[src/rtl/cp0_pkg.sv]
// Shared constants for the CP0 exception/interrupt controller: register numbers,
// field positions, handler address and exception codes.
package cp0_pkg;

    localparam logic [4:0] REG_SR    = 5'd12;
    localparam logic [4:0] REG_CAUSE = 5'd13;
    localparam logic [4:0] REG_EPC   = 5'd14;
    localparam logic [4:0] REG_PRID  = 5'd15;

    localparam int IM_HI   = 15;
    localparam int IM_LO   = 10;
    localparam int EXL_BIT = 1;
    localparam int IE_BIT  = 0;
    localparam int BD_BIT  = 31;
    localparam int IP_HI   = 15;
    localparam int IP_LO   = 10;
    localparam int EXC_HI  = 6;
    localparam int EXC_LO  = 2;

    localparam logic [31:0] HANDLER_ADDR = 32'h0000_4180;

    typedef enum logic [4:0] {
        EXC_CODE_INT  = 5'd0,
        EXC_CODE_ADEL = 5'd4,
        EXC_CODE_ADES = 5'd5,
        EXC_CODE_RI   = 5'd10,
        EXC_CODE_OV   = 5'd12
    } exc_code_e;

    function automatic logic [31:0] word_align(input logic [31:0] addr);
        return addr & 32'hFFFF_FFFC;
    endfunction

endpackage

[src/rtl/cp0_ctrl_if.sv]
// Pipeline-side bus of the CP0 block: mfc0/mtc0 access, victim context, interrupt
// lines and the request/EPC results handed to the next-PC logic.
interface cp0_ctrl_if;
    logic [4:0]  A1;
    logic [4:0]  A2;
    logic [31:0] Din;
    logic        we;
    logic [31:0] M_pc;
    logic        BD;
    logic [4:0]  ExcCode;
    logic [5:0]  HWInt;
    logic        EXLClr;
    logic [31:0] Dout;
    logic [31:0] EPC;
    logic        Req;

    modport master (
        output A1, A2, Din, we, M_pc, BD, ExcCode, HWInt, EXLClr,
        input  Dout, EPC, Req
    );

    modport slave (
        input  A1, A2, Din, we, M_pc, BD, ExcCode, HWInt, EXLClr,
        output Dout, EPC, Req
    );
endinterface

[src/rtl/cp0_req_arb.sv]
// Combinational request arbiter: interrupt vs exception, with interrupt winning
// the cause selection when both are pending.
module cp0_req_arb (
    input  logic       i_en,
    input  logic [5:0] i_hwint,
    input  logic [5:0] i_im,
    input  logic       i_ie,
    input  logic       i_exl,
    input  logic [4:0] i_exc_code,
    output logic       o_int_req,
    output logic       o_exc_req,
    output logic       o_sel_int,
    output logic       o_req
);
    logic w_int_raw;
    logic w_exc_raw;

    assign w_int_raw = (|(i_hwint & i_im)) & i_ie & ~i_exl;
    assign w_exc_raw = (i_exc_code != 5'd0) & ~i_exl;

    // Held in reset, nothing may redirect the pipeline.
    assign o_int_req = i_en & w_int_raw;
    assign o_exc_req = i_en & w_exc_raw;
    assign o_sel_int = o_int_req;
    assign o_req     = o_int_req | o_exc_req;
endmodule

[src/rtl/cp0_ctrl.sv]
// CP0 controller: owns SR, Cause, EPC and PRId, records the victim context when a
// request is taken and clears EXL on eret.
module cp0_ctrl
    import cp0_pkg::*;
#(
    parameter logic [31:0] PRID    = 32'h2206_0001,
    parameter logic [4:0]  EXC_INT = 5'd0
) (
    input  logic         clk,
    input  logic         reset,
    cp0_ctrl_if.slave    bus
);
    logic [5:0]  r_im;
    logic        r_exl;
    logic        r_ie;
    logic        r_bd;
    logic [5:0]  r_ip;
    logic [4:0]  r_exc;
    logic [31:0] r_epc;

    logic        w_int_req;
    logic        w_exc_req;
    logic        w_sel_int;
    logic        w_req;
    logic        w_wr_sr;
    logic        w_wr_epc;
    logic [31:0] w_victim_pc;
    logic [31:0] w_sr;
    logic [31:0] w_cause;
    logic [31:0] w_dout;

    cp0_req_arb u_arb (
        .i_en       (reset),
        .i_hwint    (bus.HWInt),
        .i_im       (r_im),
        .i_ie       (r_ie),
        .i_exl      (r_exl),
        .i_exc_code (bus.ExcCode),
        .o_int_req  (w_int_req),
        .o_exc_req  (w_exc_req),
        .o_sel_int  (w_sel_int),
        .o_req      (w_req)
    );

    // A taken request squashes the victim, so its mtc0 must not commit.
    assign w_wr_sr     = bus.we & (bus.A2 == REG_SR)  & ~w_req;
    assign w_wr_epc    = bus.we & (bus.A2 == REG_EPC) & ~w_req;
    assign w_victim_pc = bus.BD ? (bus.M_pc - 32'd4) : bus.M_pc;

    always_ff @(posedge clk or negedge reset) begin
        if (!reset) begin
            r_im  <= '0;
            r_exl <= 1'b0;
            r_ie  <= 1'b0;
            r_bd  <= 1'b0;
            r_ip  <= '0;
            r_exc <= '0;
            r_epc <= '0;
        end else begin
            r_ip <= bus.HWInt;
            if (w_req) begin
                r_exl <= 1'b1;
                r_bd  <= bus.BD;
                r_exc <= w_sel_int ? EXC_INT : bus.ExcCode;
                r_epc <= word_align(w_victim_pc);
            end else begin
                if (w_wr_sr) begin
                    r_im <= bus.Din[IM_HI:IM_LO];
                    r_ie <= bus.Din[IE_BIT];
                end
                // eret wins over an mtc0 for the EXL bit only.
                if (bus.EXLClr) begin
                    r_exl <= 1'b0;
                end else if (w_wr_sr) begin
                    r_exl <= bus.Din[EXL_BIT];
                end
                if (w_wr_epc) begin
                    r_epc <= word_align(bus.Din);
                end
            end
        end
    end

    always_comb begin
        w_sr                = '0;
        w_sr[IM_HI:IM_LO]   = r_im;
        w_sr[EXL_BIT]       = r_exl;
        w_sr[IE_BIT]        = r_ie;
        w_cause             = '0;
        w_cause[BD_BIT]     = r_bd;
        w_cause[IP_HI:IP_LO]   = r_ip;
        w_cause[EXC_HI:EXC_LO] = r_exc;
    end

    always_comb begin
        w_dout = '0;
        case (bus.A1)
            REG_SR:    w_dout = w_sr;
            REG_CAUSE: w_dout = w_cause;
            REG_EPC:   w_dout = r_epc;
            REG_PRID:  w_dout = PRID;
            default:   w_dout = '0;
        endcase
    end

    // Forwarding the pending EPC write lets an eret right after mtc0 see it.
    assign bus.EPC  = w_wr_epc ? word_align(bus.Din) : r_epc;
    assign bus.Dout = w_dout;
    assign bus.Req  = w_req;

    logic w_unused;
    assign w_unused = w_exc_req;
endmodule

[src/flat_wrapper.sv]
// flat-port wrapper written by rule: the top's interface ports become plain ports
module cp0_ctrl_flat import cp0_pkg::*;
#(
    parameter logic [31:0] PRID    = 32'h2206_0001,
    parameter logic [4:0]  EXC_INT = 5'd0
)
  (clk, reset, bus_A1, bus_A2, bus_Din, bus_we, bus_M_pc, bus_BD, bus_ExcCode, bus_HWInt, bus_EXLClr, bus_Dout, bus_EPC, bus_Req);
  cp0_ctrl_if bus_i ();
  input  logic clk;
  input  logic reset;
  input wire logic [$bits(bus_i.A1)-1:0] bus_A1;
  input wire logic [$bits(bus_i.A2)-1:0] bus_A2;
  input wire logic [$bits(bus_i.Din)-1:0] bus_Din;
  input wire logic [$bits(bus_i.we)-1:0] bus_we;
  input wire logic [$bits(bus_i.M_pc)-1:0] bus_M_pc;
  input wire logic [$bits(bus_i.BD)-1:0] bus_BD;
  input wire logic [$bits(bus_i.ExcCode)-1:0] bus_ExcCode;
  input wire logic [$bits(bus_i.HWInt)-1:0] bus_HWInt;
  input wire logic [$bits(bus_i.EXLClr)-1:0] bus_EXLClr;
  output wire logic [$bits(bus_i.Dout)-1:0] bus_Dout;
  output wire logic [$bits(bus_i.EPC)-1:0] bus_EPC;
  output wire logic [$bits(bus_i.Req)-1:0] bus_Req;
  assign bus_i.A1 = bus_A1;
  assign bus_i.A2 = bus_A2;
  assign bus_i.Din = bus_Din;
  assign bus_i.we = bus_we;
  assign bus_i.M_pc = bus_M_pc;
  assign bus_i.BD = bus_BD;
  assign bus_i.ExcCode = bus_ExcCode;
  assign bus_i.HWInt = bus_HWInt;
  assign bus_i.EXLClr = bus_EXLClr;
  assign bus_Dout = bus_i.Dout;
  assign bus_EPC = bus_i.EPC;
  assign bus_Req = bus_i.Req;
  cp0_ctrl #(.PRID(PRID), .EXC_INT(EXC_INT)) u_core (.clk(clk), .reset(reset), .bus(bus_i));
endmodule
[config.mk]
export PLATFORM = sky130hd
export DESIGN_NAME = cp0_ctrl_flat
export DESIGN_NICKNAME = d
export VERILOG_FILES = /design/src/rtl/cp0_pkg.sv /design/src/rtl/cp0_ctrl_if.sv /design/src/rtl/cp0_req_arb.sv /design/src/rtl/cp0_ctrl.sv /design/src/flat_wrapper.sv
export SDC_FILE = /design/constraint.sdc
export NUM_CORES = 1
export LEC_CHECK = 0
export CELL_PAD_IN_SITES_DETAIL_PLACEMENT = 0
export CELL_PAD_IN_SITES_GLOBAL_PLACEMENT = 1
export CORE_MARGIN = 3
export CORE_UTILIZATION = 28
export CTS_CLUSTER_SIZE = 14
export DETAILED_ROUTE_END_ITERATION = 10
export PLACE_DENSITY = 0.8
export SLEW_MARGIN = 20
export SYNTH_ARGS = -nofsm -noshare
export SYNTH_HDL_FRONTEND = slang
export SYNTH_HIERARCHICAL = 1
export SYNTH_SLANG_ARGS = --single-unit
[constraint.sdc]
create_clock -name clk -period 4.82 [get_ports clk]
set_clock_uncertainty 0.15 [all_clocks]
set_input_delay 1.446 -clock clk [delete_from_list [all_inputs] [get_ports clk]]
set_output_delay 1.446 -clock clk [all_outputs]
set_load 0.1 [all_outputs]
Word level (Yosys, flattened, before mapping)

Index checks and enable logic that the tools add are counted.

Reductions and logical operators: 4
Bitwise gates (word level): 13
Eq/ne operators: 6
Mux-type cells: 8
Add/subtract/negate cells: 1

Operator list:

| kind                  | number |
|---|---|
| $pmux 32 s4           | 1 |
| $mux 32               | 3 |
| $sub 32x3->32 const B | 1 |
| $eq 5x4->1 const B    | 6 |
| $and 1x1->1           | 9 |
| $and 6x6->6           | 1 |
| $reduce_or 6->1       | 1 |
| $mux 5                | 1 |
| $reduce_bool 5->1     | 1 |
| $mux 1                | 3 |
| $reduce_bool 3->1     | 1 |
| $not 1->1             | 2 |
| $reduce_and 2->1      | 1 |
| $or 1x1->1            | 1 |

Bits in registers: 52
Input port bits: 90
Logic and storage cells: 39
Output and inout bits: 65

Logic depth before layout (Yosys ltp)

Depth after elaboration: 11
Mapped depth: 9
Gate-level depth less buffers: 7

Modules after synthesis

Netlist, hierarchy kept.

Modules (own cells, without submodules):

| module      | seq. area each (µm²) | area an instance (µm²) | cells an instance | times used |
|---|---|---|---|---|
| cp0_ctrl    | 1,301.2              | 3,443.3                | 346               | 1 |
| cp0_req_arb | 0.0                  | 86.3                   | 11                | 1 |

Worst setup path after synthesis

No wires, ideal clock.

Path type: input-to-output
Start point: input bus_A1[1]
End point: output bus_Dout[1]
Data arrival time: 4.600 ns
Buffers on the path: 1
Slack: -1.376 ns
Required time: 3.224 ns
Cell stages on the path: 3
Cell sequence: clkbuf_1 > mux2i_1 > nor4_1

Word-level cells in the longest chain between the ends: 2
Elaborated cells on any way between the ends: 5
Classes of those cells: 4 x eq/ne; 1 x mux

Ends and longest elaborated chain:

| what               | line               | text |
|---|---|---|
| start: declaration | flat_wrapper.sv:11 | `input wire logic [$bits(bus_i.A1)-1:0] bus_A1;` |
| $eq 5x4->1         | cp0_ctrl.sv:97     | `case (bus.A1)` |
| $pmux 32 s4 *      | cp0_ctrl.sv:97     |  |
| end: declaration   | flat_wrapper.sv:20 | `output wire logic [$bits(bus_i.Dout)-1:0] bus_Dout;` |

Every way passes the cells marked *; elsewhere a longest branch is shown, timed or not.

Worst setup path in the final report

Start point: input bus_ExcCode[4]
End point: output bus_EPC[14]

Word-level cells in the longest chain between the ends: 7

Ends and longest elaborated chain:

| what                | line               | text |
|---|---|---|
| start: declaration  | flat_wrapper.sv:17 | `input wire logic [$bits(bus_i.ExcCode)-1:0] bus_ExcCode;` |
| $reduce_bool 5->1   | cp0_req_arb.sv:19  | `assign w_exc_raw = (i_exc_code != 5'd0) & ~i_exl;` |
| $and 1x1->1         | cp0_req_arb.sv:19  |  |
| $and 1x1->1         | cp0_req_arb.sv:23  | `assign o_exc_req = i_en & w_exc_raw;` |
| $or 1x1->1          | cp0_req_arb.sv:25  | `assign o_req = o_int_req \| o_exc_req;` |
| $not 1->1 (no line) | --                 |  |
| $and 1x1->1         | cp0_ctrl.sv:47     | `assign w_wr_epc = bus.we & (bus.A2 == REG_EPC) & ~w_req;` |
| $mux 32             | cp0_ctrl.sv:107    | `assign bus.EPC = w_wr_epc ? word_align(bus.Din) : r_epc;` |
| end: declaration    | flat_wrapper.sv:21 | `output wire logic [$bits(bus_i.EPC)-1:0] bus_EPC;` |

Every way passes these cells.

==> summary.md <==
| Metric | Value |
|---|---|
| R2R cell count | 10 |
| Final WL | 13500 um |
| Skew-Pair Late Insertion Delay | 0.29 ns |
| TritonCTS buffer count | 5 |
| CTS H-Tree Depth | 2 |
| Kind of critical path | in -> out |
| Final Worst Setup Slack | -0.2203 ns |
| Pin count of the biggest net entering global routing | 57 |
| GR Overflow Total | 0 |
| Hold Vio Cnt, Final | 0 |
| Hold Path Cell Cnt | 1 |
| GRT Overall Usage | 0.1921 |
| Startpoint class of the critical path | input pin |
| DR DRC count | 0 |
| CTS tree | built |
| Fmax | 0.1984 GHz |
| Syn nets | 447 |
| Port-buffer cells | between 150 and 200 |
| Share of cells above drive strength 1 | 0.4349 |
| Dpl ws | -0.5123 ns |
| Die width | 118.2 um |
| R2r endpoint | u_core/r_epc[31] |
| Site row count | 40 |
| Worst Tran Pin Value | about 0.70 ns |
| Crit path required time | 3.22 ns |
| Num Clock Sinks | 52 |
| CP max stage delay | 0.53 ns |
| Top cell by count, worst path | buf_12 |
| Met3 WL | 609 um |
| Critical Path AT | ~3.4 ns |
| CP cell instances | buf_6 -> or4_4 -> nor2_4 -> a21oi_4 -> nor3b_4 -> and2_4 -> buf_12 -> buf_12 -> mux2_4 -> buf_12 |
| Core ar. | 12160 um^2 |
| DP Wirelength | between 10000 and 15000 um |
| Leakage power | 2.726 nW |
| Buf/Inv on CP | 4 |
| Power Density | 341.3 nW/um^2 |
| Routed wire per std cell | 19.12 um |
| Clock root cell | clkbuf_16 |
| Top routing layer in use | met4 |
| Reg clk slew, reported paths | 0.07 ns |
| First-pass GRT wire length | 21700 um |
| Status | finished with violations |
| Routability cong. | 0.8686 |
| Initial antenna violation count | 0 |
| Die Y | 118.2 um |
| Diodes inserted | 0 |
| Worst Hold Path EP | u_core/r_bd |
| Die ar. | 13970 um^2 |
| Hold Path Class | reg -> reg |
| Number of global-route vias before repair | 3870 |
| Worst r2r src | u_core/r_im[0] |
| Synth Cell Area | 3526 um^2 |
| Mean Syn Cell Area | slightly below 10 um^2 |
| Routed length on met1 | 6311 um |
| Inst Count DP | 687 |
| Area growth, synth to finish | 91.09% |
| CP Capture Type | output pin |
| Nets | 628 |
| RSZ-0062 raised after global routing | true |
| Final Power | 0.002300 W |
| Initial drt markers | around 140 |
| Antenna-violating nets left | 0 |
| Maximum clock insertion buffer count | 2 |
| MaxCap Viol Count | 0 |
| Vias/cell | 5.120 |
| TritonRoute pass-1 iters | 4 |
| CP top delay family | simple AND/OR/NAND/NOR gates |
| Cell count after synthesis | 356 |
| Total number of vias | approximately 3600 |
| Synth Warn # | 6 |
| Failing checks | setup timing |
| Final setup fails | 31 |
| Final min period | 5.040 ns |
| Final Max Tran Viols | 0 |
| Routed wl met2 | 6542 um |
| I/O Pins | 155 |
| Initial Utilization | 0.2899 |
| Fin cells | around 710 |
| R2R setup slack | 1.95 ns |
| Crit-path max FO | 5 |
| Peak supply drop | 0.2787 mV |
| Tcrit/Tclk final | 1.046 |
| Critical-path top delay cell | or4_4 |
| Beginning of the worst hold path | u_core/r_bd |
| Rel. slew slack | 0.5247 |
stage by stage:
step	cell area, um^2	hold WS, ns	utilization	TNS [ns]
final	6738	0.3666	0.5540	-5.338
after global routing	6738	0.3871	0.5540	-6.701
after CTS	6716	0.3689	0.5523	-5.256
after detailed placement	6452	0.3450	0.5306	-15.08
after global placement	6452	0.3322	0.5306	-14.60
after floorplan	3911	0.3070	-	-4.135
per-layer routing:
layer,global-route usage,up-vias
li1,-,1729
met1,0.2700,1766
met3,0.03158,4
met5,0,-
met4,0.02271,0
met2,0.3201,116
worst reg2reg max path, cell delays in order, from the launching register on:
cell	delay (ns)
dfrtp_1	0.39
a22o_1	0.17
o31ai_2	0.07
buf_4	0.15
a21oi_4	0.19
buf_4	0.13
buf_4	0.54
inv_1	0.44
nor2_1	0.24
o21ai_0	0.11
nor3b_1	0.16
worst max path at each step:
stage | cells after the start | from | end
6_report | 10 | bus_ExcCode[4] | bus_EPC[14]
3_5_place_dp | 9 | bus_ExcCode[0] | bus_EPC[12]
4_1_cts | 10 | bus_ExcCode[4] | bus_EPC[12]
5_1_grt | 11 | bus_HWInt[0] | bus_EPC[12]
3_3_place_gp | 9 | bus_ExcCode[0] | bus_EPC[15]
2_1_floorplan | 3 | bus_A1[1] | bus_Dout[1]
power by group:
group	leakage, nW	total (W)	switching (W)	internal (W)
registers	0.617	0.000592	0.0000674	0.000524
logic	2.04	0.00134	0.000777	0.000561
clock network	0.0719	0.000370	0.000173	0.000197
total	2.73	0.00230	0.00102	0.00128
registers in the layout, summed over array words and instances, names as in the netlist:
name and flops:
u_core/r_ip 6, u_core/r_epc 32, u_core/r_exc 5, u_core/r_ie 1, u_core/r_im 6, u_core/r_bd 1, u_core/r_exl 1
repair_timing:
action                                  in CTS  in global routing
setup buffers                                6                  5
resized for setup                           41                  9
cloned                                       2                  0
pin swaps                                    9                  6
endpoints found under the setup margin      33                 31
hold buffers                                 0                  0
layout by cell type, fill, tap and decap left out, drive strengths merged, types with 9 or more instances in the layout:
cell / n
dfrtp: 52
a22o: 13
and3: 25
mux2: 41
clkdlybuf4s50: 76
nor2: 12
buf: 121
nor3: 9
nand2: 20
nor4: 10
or4: 10
cell type report:
cell class	count	area, um^2
sequential	52	1301
fill	1060	5424
tap	168	210.2
clock buffer	5	125.1
clock inverter	3	27.53
multi-input combinational	271	2435
inverter	7	26.28
timing repair buffer	200	2613
Power figures use the tool's default switching activity.
